**src/rtl/race_countdown.sv**
```systemverilog
// race_countdown: N..1-GO pre-race countdown responder with a four-phase start/done handshake.
module race_countdown #(
  parameter int unsigned TICKS_PER_STEP = 65_000_000,
  parameter int unsigned STEPS          = 3,
  parameter int unsigned GO_TICKS       = 32_500_000
) (
  input  logic       pclk,
  input  logic       rst,
  input  logic       start,
  input  logic       hold,
  output logic [3:0] digit,
  output logic       go,
  output logic       active,
  output logic       done
);
  localparam int unsigned MAX_T = (TICKS_PER_STEP > GO_TICKS) ? TICKS_PER_STEP : GO_TICKS;
  localparam int CW = $clog2(MAX_T);
  localparam logic [CW-1:0] STEP_LAST = CW'(TICKS_PER_STEP - 1);
  localparam logic [CW-1:0] GO_LAST   = CW'(GO_TICKS - 1);
  typedef enum logic [1:0] {IDLE, COUNT, GO, DONE} state_t;
  state_t        state_q, state_d;
  logic [CW-1:0] cnt_q, cnt_d;
  logic [3:0]    digit_q, digit_d;
  logic          go_q, go_d, active_q, active_d, done_q, done_d;
  always_ff @(posedge pclk or posedge rst) begin
    if (rst) begin
      state_q  <= IDLE;
      cnt_q    <= '0;
      digit_q  <= '0;
      go_q     <= 1'b0;
      active_q <= 1'b0;
      done_q   <= 1'b0;
    end else begin
      state_q  <= state_d;
      cnt_q    <= cnt_d;
      digit_q  <= digit_d;
      go_q     <= go_d;
      active_q <= active_d;
      done_q   <= done_d;
    end
  end
  always_comb begin
    state_d  = state_q;
    cnt_d    = cnt_q;
    digit_d  = digit_q;
    go_d     = go_q;
    active_d = active_q;
    done_d   = done_q;
    case (state_q)
      IDLE: if (start) begin
        state_d  = COUNT;
        digit_d  = 4'(STEPS);
        cnt_d    = '0;
        active_d = 1'b1;
      end
      COUNT: if (!hold) begin
        if (cnt_q == STEP_LAST) begin
          cnt_d = '0;
          if (digit_q > 4'd1) digit_d = digit_q - 4'd1;
          else begin
            state_d = GO;
            digit_d = '0;
            go_d    = 1'b1;
          end
        end else cnt_d = cnt_q + CW'(1);
      end
      GO: if (!hold) begin
        if (cnt_q == GO_LAST) begin
          state_d  = DONE;
          cnt_d    = '0;
          go_d     = 1'b0;
          active_d = 1'b0;
          done_d   = 1'b1;
        end else cnt_d = cnt_q + CW'(1);
      end
      DONE: if (!start) begin
        state_d = IDLE;
        done_d  = 1'b0;
      end
      default: state_d = IDLE;
    endcase
    // Dropping start mid-run wins over hold and over a coincident tick expiry
    if (!start && (state_q == COUNT || state_q == GO)) begin
      state_d  = IDLE;
      cnt_d    = '0;
      digit_d  = '0;
      go_d     = 1'b0;
      active_d = 1'b0;
      done_d   = 1'b0;
    end
  end
  assign digit  = digit_q;
  assign go     = go_q;
  assign active = active_q;
  assign done   = done_q;
endmodule

```
**config.mk**
```make
export PLATFORM = sky130hd
export DESIGN_NAME = race_countdown
export DESIGN_NICKNAME = d
export VERILOG_FILES = /design/src/rtl/race_countdown.sv
export SDC_FILE = /design/constraint.sdc
export NUM_CORES = 1
export LEC_CHECK = 0
export ABC_AREA = 1
export ABC_CLOCK_PERIOD_IN_PS = 3800
export BUFFER_PORTS_ARGS = -buffer_cell sky130_fd_sc_hd__buf_4
export CORE_MARGIN = 5
export CORE_UTILIZATION = 65
export CTS_BUF_LIST = sky130_fd_sc_hd__clkbuf_2
export DETAILED_ROUTE_END_ITERATION = 16
export GPL_ROUTABILITY_DRIVEN = 0
export GPL_TIMING_DRIVEN = 0
export PLACE_DENSITY = 0.93
export SLEW_MARGIN = 30
export SYNTH_ARGS = -nofsm -noshare
export SYNTH_HDL_FRONTEND = slang
export SYNTH_SLANG_ARGS = --single-unit
```
**constraint.sdc**
```tcl
create_clock -name pclk -period 3.8 [get_ports pclk]
set_clock_uncertainty 0.1 [all_clocks]
set_input_delay 0.76 -clock pclk [delete_from_list [all_inputs] [get_ports pclk]]
set_output_delay 0.76 -clock pclk [all_outputs]
set_load 0.05 [all_outputs]
```
==> results of run 1 <==
-- flip-flops by register name, indices dropped and copies added (netlist names) --
register  count
cnt_q        26
active        1
done          1
digit         4
state_q       2
go            1
-- final cells by class --
class                           count  share of cell area, %
Buffer                              4                   1.11
Clock buffer                        5                  0.966
Clock inverter                      3                  0.580
Inverter                           47                   6.81
Multi-Input combinational cell    271                   51.5
Sequential cell                    35                   33.8
Tap cell                           48                   2.32
Timing Repair Buffer               10                   2.90
-- cell families after synthesis --
group / synth area share [%]
flip-flops: 36.3
XOR/XNOR: 4.35
adder cells (fa/ha/maj): 4.15
buffers and inverters: 8.50
AND/OR/NAND/NOR: 39.8
AO/OA/AOI/OAI: 6.94
-- power by group --
| part | total, W | internal (W) | leakage (nW) | switching [W] |
|---|---|---|---|---|
| combinational | 0.000906 | 0.000274 | 0.709 | 0.000632 |
| clock | 0.000174 | 0.0000422 | 0.0325 | 0.000132 |
| sequential | 0.000486 | 0.000428 | 0.475 | 0.0000586 |
-- per-stage QoR --
step	util [%]	hold WS (ns)	setup slack, ns	total power, W	std cells
2_1_floorplan	-	0.394	1.82	0.00117	357
3_3_place_gp	70.2	0.358	1.50	0.00136	415
3_5_place_dp	70.2	0.365	1.45	0.00139	415
4_1_cts	71.3	0.365	1.48	0.00156	423
5_1_grt	71.3	0.381	1.24	0.00170	423
6_report	71.3	0.357	1.47	0.00157	423
-- metal layers --
layer / GRT usage, % / wire length [um] / up-vias / part of all wire [%]
met1: 30.9 / 2440 / 1085 / 44
met3: 6.39 / 354 / 15 / 6.4
met5: 0 / 0 / - / 0
li1: - / - / 1158 / -
met4: 8.35 / 111 / 0 / 2.0
met2: 38.3 / 2620 / 88 / 47
-- cells in the mapped netlist, drive strengths merged (4+ instances only) --
| cell | n |
|---|---|
| xor2 | 10 |
| inv | 47 |
| dfrtp | 35 |
| nand4 | 8 |
| nor2 | 70 |
| nor3 | 4 |
| buf | 4 |
| a21oi | 6 |
| o21ai | 14 |
| nand3 | 31 |
| nand2 | 106 |
| ha | 8 |
-- final timing paths --
path / endpoint / cells past startpoint / slack [ns]
min in group pclk: done / 2 / 0.41
worst max register to register: cnt_q[23] / 11 / 1.47
worst min register to register: done / 2 / 0.41
max in group asynchronous: digit[2] / 2 / 2.75
worst max-delay path: cnt_q[23] / 11 / 1.47
worst min-delay path: cnt_q[1] / 2 / 0.36
==> results.md, run 1 <==
- Vias per cell: 5.55
- Post-Route Setup TNS: 0 ns
- Skew-Pair Late Insertion Delay: roughly 0.40 ns
- Core region area: roughly 3600 sq um
- DRC viols: 0
- Ratio of cells with drive above 1 in the final layout: ~10%
- Clk buf depth: 2
- Most frequent cells in the layout: nand2_1, nor2_1, inv_1, dfrtp_1, nand3_1
- Drt wl/cell: roughly 13 um
- Crit Path Max Fanout: 10
- Main area contributors after synthesis: dfrtp_1, nand2_1, nor2_1, inv_1, nand3_1
- Fin nets: 386
- Top cell type's share of synthesized area: roughly 36%
- Chip Height: around 71 um
- Mapped Cells: ~360
- Critical Path Slowest Stage Cell: dfrtp_1
- Diode count: 0
- Worst endpoint required time: between 4 and 5 ns
- Yosys warns: 0
- Antenna-violating nets left: 0
- Register Area: 876 sq um
- Root Driver: clkbuf_2
- Crit Path Class: reg2reg
- Hold buffer count at CTS: 0
- FMAX: about 430 MHz
- CP bufs+invs: 3
- Fin area: 2590 sq um
- Max-cap viol count: 0
- Yosys cell types: 29
- Flops & latches, synth: 35
- Number of H-tree levels: 2
- Crit path launch type: flip-flop
- Reg2reg start: state_q[0]
- CP top delay family: simple AND/OR/NAND/NOR gates
- Pin count of the biggest net entering global routing: 36
- Tightest Hold Check Type: in2async
- Synth Net Count: 369
- Synthesis-to-finish area growth: 7.25%
- Most common cell after layout, fill and taps aside: nand2_1
- Clock sinks: 35
- Iter 0 DRT Violations: ~280
- Ys flop type: dfrtp_1
- GRT Overall Usage: a little under a quarter
- Fin crit share: 61.4%
- LEAKAGE: around 1.2 nW
- CTS resizes: 0
- Multi-input gate area: 1330 sq um
- Average size of a mapped cell: slightly below 7 sq um
- Synthesized cell area: 2410 sq um
- Num CTS Buffers: 5
- CP Launch Point: state_q[0]
- Die X: around 71 um
- Minimum clock period: ~2.3 ns
- Post-DP Area: between 2000 and 3000 sq um
- Final hold viol count: 0
- FFs w/ async S/R, synth: 100%
- Setup-failing EPs final: 0
- First-pass GRT wire length: 9.72 mm
- Total number of vias: between 2,000 and 2,500
- Status: finished, final reports clean
- CP most frequent cell: nand2_2
- Unrepaired setup endpoints after global routing: false
- Vias in the first global route: about 2,300
- Pre-antenna DRT Iters: 5
- I/O pin total: 11
- Cell Chain, Critical Path: inv_1 -> ha_1 -> nand2_2 -> nand3_1 -> nand2_2 -> nor2_4 -> inv_2 -> buf_2 -> nor2_2 -> nand2_1 -> o21ai_0
- Die ar.: 5030 sq um
- Filler cells: between 300 and 400
- Critical Path End Type: flip-flop
- Crit path DAT: ~2.5 ns
- IO buf count: 10
- Placed wire-length estimate: ~4.2 mm
- PwrDens: approximately 600 nW/um^2
- Delay of the slowest critical-path stage: around 0.47 ns
- CTS clock-pin slew for the worst setup and hold paths: roughly 0.2 ns
- Number of synthesized flops with an enable pin: 0
- Largest area contributor in the netlist: dfrtp_1
- Slew headroom: about 50%
- GRT Residual Overflow: 0
- Worst-margin pin slew: roughly 0.74 ns
- Register area share after synthesis: ~36%
- FP Rows: 22
- Initial antenna violation count: 0
- Slew Viols, Final: 0
- Final WL: around 5.5 mm
- CTS tree: built
- Worst vdd ir: ~0.52 mV
- Initial core utilization: between 60 and 70%
- Post-CTS Setup Repair Bufs: 0
No activity file was read; power rests on OpenSTA's default activity.
==> run 2, diff against run 1 <==
Settings changed: ABC_CLOCK_PERIOD_IN_PS 3800 to 2420, CORE_UTILIZATION 65 to 64, PLACE_DENSITY 0.93 to 0.91.
Clock period 3.8 ns to 2.42 ns, I/O delays scaled along.
==> run 2 against run 1 <==
Against the previous run: hold slack worse by 0.26 ns; first-iteration DRC count shrank 24%; non-clock buffer count is 1 higher; die area grew 1.3%; clock-buffer cell count up 1; sequential power increased by 57%; register-to-register slack lost 1.3 ns; sequential share of layout area grew 0.065 points; combinational power rose by 59%; power rose by 57%; critical path depth did not move.
==> results.md, run 2 (synthesized netlist as in run 1, its figures left out) <==
- Status: finished, final reports clean
- Slew Viols, Final: 0 (unchanged)
- Initial core utilization: 66.0% (-0.50 points)
- Slew headroom: 51.3% (+0.88 points)
- Crit path launch type: flip-flop
- Final WL: 5.61 mm (+1.5%)
- FF-to-FF End: cnt_q[23]
- Vias in the first global route: 2,243 (-0.80%)
- Unrepaired setup endpoints after global routing: false
- LEAKAGE: 1.21 nW (-0.29%)
- I/O pin total: 11 (unchanged)
- Max-cap viol count: 0 (unchanged)
- R2R cell count: 11 (unchanged)
- Number of flip-flops under the largest register name: 26 (unchanged)
- Drt wl/cell: 13.3 um (+1.8%)
- Register Area: 877 sq um (+0.14%)
- Crit Path Max Fanout: 10 (unchanged)
- Tightest Hold Check Type: in2async
- Number of H-tree levels: 2 (unchanged)
- Iter 0 DRT Violations: 215 (-24%)
- Overall power: 0.00245 W (+57%)
- Antenna-violating nets left: 0 (unchanged)
- Most common cell after layout, fill and taps aside: nand2_1
- Chip Height: 71.4 um (+0.67%)
- Filler cells: 327 (+5.8%)
- PwrDens: 947 nW/um^2 (+57%)
- Core region area: 3660 sq um (+0.76%)
- Largest register by flop count: cnt_q
- Crit Path Class: reg2reg
- Root Driver: clkbuf_2
- Skew-Pair Late Insertion Delay: 0.39 ns (about the same)
- Critical Path End Type: flip-flop
- CTS tree: built
- Flop2flop setup slack: 0.16 ns (-1.31 ns)
- M1 WL: 2.46 mm (+0.86%)
- Clk buf depth: 2 (unchanged)
- Clock sinks: 35 (unchanged)
- Pre-antenna DRT Iters: 6 (+1)
- Worst-margin pin slew: 0.730 ns (-0.0131 ns)
- Post-Route Setup TNS: 0 ns (unchanged)
- Ratio of cells with drive above 1 in the final layout: 10.4% (+0.028 points)
- Most frequent cells in the layout: nand2_1, nor2_1, inv_1, dfrtp_1, nand3_1
- FP Rows: 22 (unchanged)
- Final hold viol count: 0 (unchanged)
- Minimum clock period: 2.26 ns (-0.0667 ns)
- Top Metal Used: met4
- Total number of vias: 2,349 (+0.13%)
- Placed wire-length estimate: 4.25 mm (+0.88%)
- Reg2reg start: state_q[0]
- Initial antenna violation count: 0 (unchanged)
- Worst endpoint required time: 2.65 ns (-1.36 ns)
- Num CTS Buffers: 5 (unchanged)
- Fin nets: 387 (+0.26%)
- Worst vdd ir: 0.831 mV (+61%)
- GRT Residual Overflow: 0 (unchanged)
- Setup-failing EPs final: 0 (unchanged)
- Synthesis-to-finish area growth: 7.20% (about the same)
- Multi-input gate area: 1330 sq um (unchanged)
- FMAX: 442 MHz (+2.9%)
- Crit path DAT: 2.49 ns (-0.05 ns)
- Met3 Wirelength: 398 um (+12%)
- Pin count of the biggest net entering global routing: 36 (unchanged)
- First-pass GRT wire length: 9.83 mm (+1.1%)
- Diode count: 0 (unchanged)
- Vias per cell: 5.57 (+0.37%)
- Fin crit share: 93.6% (+32 points)
- Die X: 71.4 um (+0.67%)
- IO buf count: 10 (unchanged)
- Die ar.: 5100 sq um (+1.3%)
- Hold buffer count at CTS: 0 (unchanged)
- CTS clock-pin slew for the worst setup and hold paths: 0.16 ns (-0.04 ns)
- GRT Overall Usage: 23.9% (+0.12 points)
- Routed wl met2: 2.57 mm (-1.8%)
- DRC viols: 0 (unchanged)
## run 2: cell types whose count changed in the layout (fill, tap and decap cells not counted), sizes merged
cell	delta
buf	+1
clkbuf	+1
clkinv	-3
## run 2: where the power goes
| group | leakage (nW) | internal, W | switching [W] |
|---|---|---|---|
| Clock | 0.0249 | 0.0000651 | 0.000188 |
| Sequential | 0.474 | 0.000673 | 0.0000891 |
| Combinational | 0.714 | 0.000437 | 0.00100 |
## run 2: layout make-up
type                    instances  area share, %
plain buffers                   4           1.11
clock buffers                   6           1.16
inverters                      47           6.81
multi-input cells             271           51.5
flip-flops and latches         35           33.9
well taps                      48           2.32
repair buffers                 11           3.19
## run 2: repair_timing
item / in CTS / in global routing
endpoints found under the setup margin: 0 / 7
gates resized for setup: 0 / 1
setup buffers: 0 / 1
## run 2: routing by layer
layer  vias up  global-route usage (%)
met5         -                       0
met4         0                    8.77
met3        26                    5.33
met2       100                    38.7
met1      1063                    31.3
li1       1160                       -
## run 2: critical path: stages (launching register included)
cell	delay [ns]
dfrtp_2	0.44
inv_1	0.08
ha_1	0.34
nand2_2	0.14
nand3_1	0.13
nand2_2	0.09
nor2_4	0.16
inv_2	0.06
buf_2	0.20
nor2_2	0.13
nand2_1	0.15
o21ai_0	0.18
## run 2: worst max path at each step
| stage | from | end | slack, ns | cells past startpoint |
|---|---|---|---|---|
| after detailed placement | state_q[0] | cnt_q[23] | 0.17 | 11 |
| final | state_q[0] | cnt_q[23] | 0.16 | 11 |
| after floorplan | state_q[0] | cnt_q[9] | 0.48 | 11 |
| after global routing | state_q[0] | cnt_q[22] | 0.01 | 11 |
| after global placement | state_q[0] | cnt_q[22] | 0.28 | 11 |
| after CTS | state_q[0] | cnt_q[23] | 0.12 | 11 |
## run 2: through the flow
step	instances	instance area (sq um)	utilization, %	setup WS [ns]	hold WS, ns
4_1_cts	421	2580	70.5	0.119	0.116
3_3_place_gp	415	2550	69.7	0.278	0.357
6_report	422	2590	70.7	0.155	0.0969
5_1_grt	422	2590	70.7	0.0146	0.152
3_5_place_dp	415	2550	69.7	0.169	0.368
2_1_floorplan	357	2410	-	0.481	0.394
==> run 3, diff against run 2 <==
Settings changed: CORE_ASPECT_RATIO from default to 2, GPL_TIMING_DRIVEN 0 to default.
==> run 3 against run 2 <==
Against the previous run: power rose by 0.20%; worst setup slack gained 0.039 ns; global-route usage is 3.0 points higher; non-clock buffer count increased by 1; critical endpoint is now cnt_q[18]; first-iteration DRC count shrank 18%; critical path depth is 2 higher.
==> results.md, run 3 (synthesized netlist as in run 1, its figures left out) <==
- Synthesis-to-finish area growth: 7.72%
- Clk buf depth: 2 (unchanged)
- Worst vdd ir: 0.976 mV (+17%)
- Core region area: 3650 sq um (-0.41%)
- Setup-failing EPs final: 0 (unchanged)
- CTS clock-pin slew for the worst setup and hold paths: 0.18 ns (+0.02 ns)
- Pin count of the biggest net entering global routing: 36 (unchanged)
- Worst-margin pin slew: 0.642 ns (-0.0881 ns)
- Clock sinks: 35 (unchanged)
- Critical Path End Type: flip-flop
- GRT Overall Usage: 26.9% (+3.0 points)
- First-pass GRT wire length: 10.6 mm (+7.6%)
- Crit path launch type: flip-flop
- Setup ws final: 0.195 ns (+0.0393 ns)
- Place WS: 0.239 ns (+0.0691 ns)
- Num CTS Buffers: 5 (unchanged)
- Vias per cell: 5.66 (+1.7%)
- Vias in the first global route: 2,445 (+9.0%)
- Die ar.: 5180 sq um (+1.5%)
- Drt wl/cell: 14.6 um (+9.5%)
- Overall power: 0.00246 W (+0.20%)
- Crit Path Max Fanout: 12 (+2)
- Largest register by flop count: cnt_q
- Chip Height: 96.9 um (+36%)
- FP Rows: 31 (+41%)
- Skew-Pair Late Insertion Delay: 0.37 ns (-0.02 ns)
- Slew headroom: 56.8% (+5.5 points)
- Worst endpoint required time: 2.64 ns (about the same)
- Number of H-tree levels: 2 (unchanged)
- Reg2reg start: state_q[0]
- Initial antenna violation count: 0 (unchanged)
- Most frequent cells in the layout: nand2_1, nor2_1, inv_1, dfrtp_1, nand3_1
- Final WL: 6.18 mm (+10%)
- Number of flip-flops under the largest register name: 26 (unchanged)
- Initial core utilization: 66.2% (+0.27 points)
- Max-cap viol count: 0 (unchanged)
- Finished Core Util: 71.3% (+0.63 points)
- Placed wire-length estimate: 4.79 mm (+13%)
- PwrDens: 945 nW/um^2 (-0.28%)
- Flop2flop setup slack: 0.19 ns (+0.04 ns)
- Most common cell after layout, fill and taps aside: nand2_1
- LEAKAGE: 1.22 nW (+0.72%)
- Slew Viols, Final: 0 (unchanged)
- Ratio of cells with drive above 1 in the final layout: 10.1% (-0.32 points)
- Final hold viol count: 0 (unchanged)
- Iter 0 DRT Violations: 177 (-18%)
- IO buf count: 10 (unchanged)
- FF-to-FF End: cnt_q[18]
- Die X: 53.4 um (-25%)
- Crit path DAT: 2.45 ns (-0.04 ns)
- Pre-antenna DRT Iters: 4 (-2)
- Unrepaired setup endpoints after global routing: false
- CTS tree: built
- Minimum clock period: 2.23 ns (-0.0393 ns)
- Post-DP Area: 2550 sq um (about the same)
- Crit Path Class: reg2reg
- Post-Route Setup TNS: 0 ns (unchanged)
- DRC viols: 0 (unchanged)
- Status: finished, final reports clean
- R2R cell count: 13 (+2)
- Hold buffer count at CTS: 0 (unchanged)
- Tightest Hold Check Type: in2async
- Fin crit share: 92.0% (-1.6 points)
- Root Driver: clkbuf_2
- Diode count: 0 (unchanged)
- Antenna-violating nets left: 0 (unchanged)
- I/O pin total: 11 (unchanged)
- Total number of vias: 2,407 (+2.5%)
- Fin area: 2600 sq um (+0.48%)
- Fin nets: 388 (+0.26%)
- FMAX: 449 MHz (+1.8%)
- GRT Residual Overflow: 0 (unchanged)
run 3: cell count changes in the layout (fill, tap and decap cells not counted), sizes merged:
cell / before / now
clkinv: 0 / 2
clkbuf: 6 / 5
buf: 15 / 16
run 3: through the flow:
step | hold slack, ns | instances
after floorplan | 0.394 | 357
after global placement | 0.358 | 416
after detailed placement | 0.360 | 416
after CTS | 0.0855 | 423
after global routing | 0.117 | 425
final | 0.0827 | 425
run 3: worst max-delay path by stage:
stage                          start        end  slack [ns]  cells after the start
after floorplan           state_q[0]   cnt_q[9]        0.48                     11
after global placement    state_q[0]  cnt_q[18]        0.37                     13
after detailed placement  state_q[0]  cnt_q[18]        0.24                     13
after CTS                 state_q[0]  cnt_q[18]        0.20                     13
after global routing      state_q[0]  cnt_q[18]       0.008                     13
final                     state_q[0]  cnt_q[18]        0.19                     13
run 3: timing repair:
item	4_1_cts	5_1_grt
buffers inserted	0	2
gates resized for setup	0	0
setup endpoints to repair	0	1
run 3: layout make-up:
type	instances	area, sq um
clock inverters	2	8.76
flip-flops and latches	35	876
well taps	49	61.3
multi-input cells	271	1330
clock buffers	5	25.0
inverters	47	176
repair buffers	16	120
fillers	307	1040
run 3: critical path, cell delays in order, from the launching register on:
cell	delay, ns
dfrtp_1	0.46
inv_1	0.09
ha_1	0.34
nand2_2	0.13
nand3_1	0.13
nand2_2	0.09
nor2_4	0.14
buf_4	0.19
nand2_1	0.10
nor2_1	0.16
nand2_1	0.07
nand2_1	0.07
nand2_1	0.04
nor2_1	0.07
run 3: power breakdown:
part           internal [W]  switching (W)
combinational      0.000436        0.00100
sequential         0.000672      0.0000894
clock             0.0000612       0.000195
total               0.00117        0.00129
run 3: layer usage:
| metal | global-route usage (%) | vias up | share of wire, % |
|---|---|---|---|
| met5 | 0 | - | 0 |
| met4 | 16.9 | 0 | 6.3 |
| met3 | 2.92 | 42 | 3.9 |
| met2 | 48.2 | 101 | 56 |
| met1 | 27.3 | 1101 | 34 |
| li1 | - | 1163 | - |
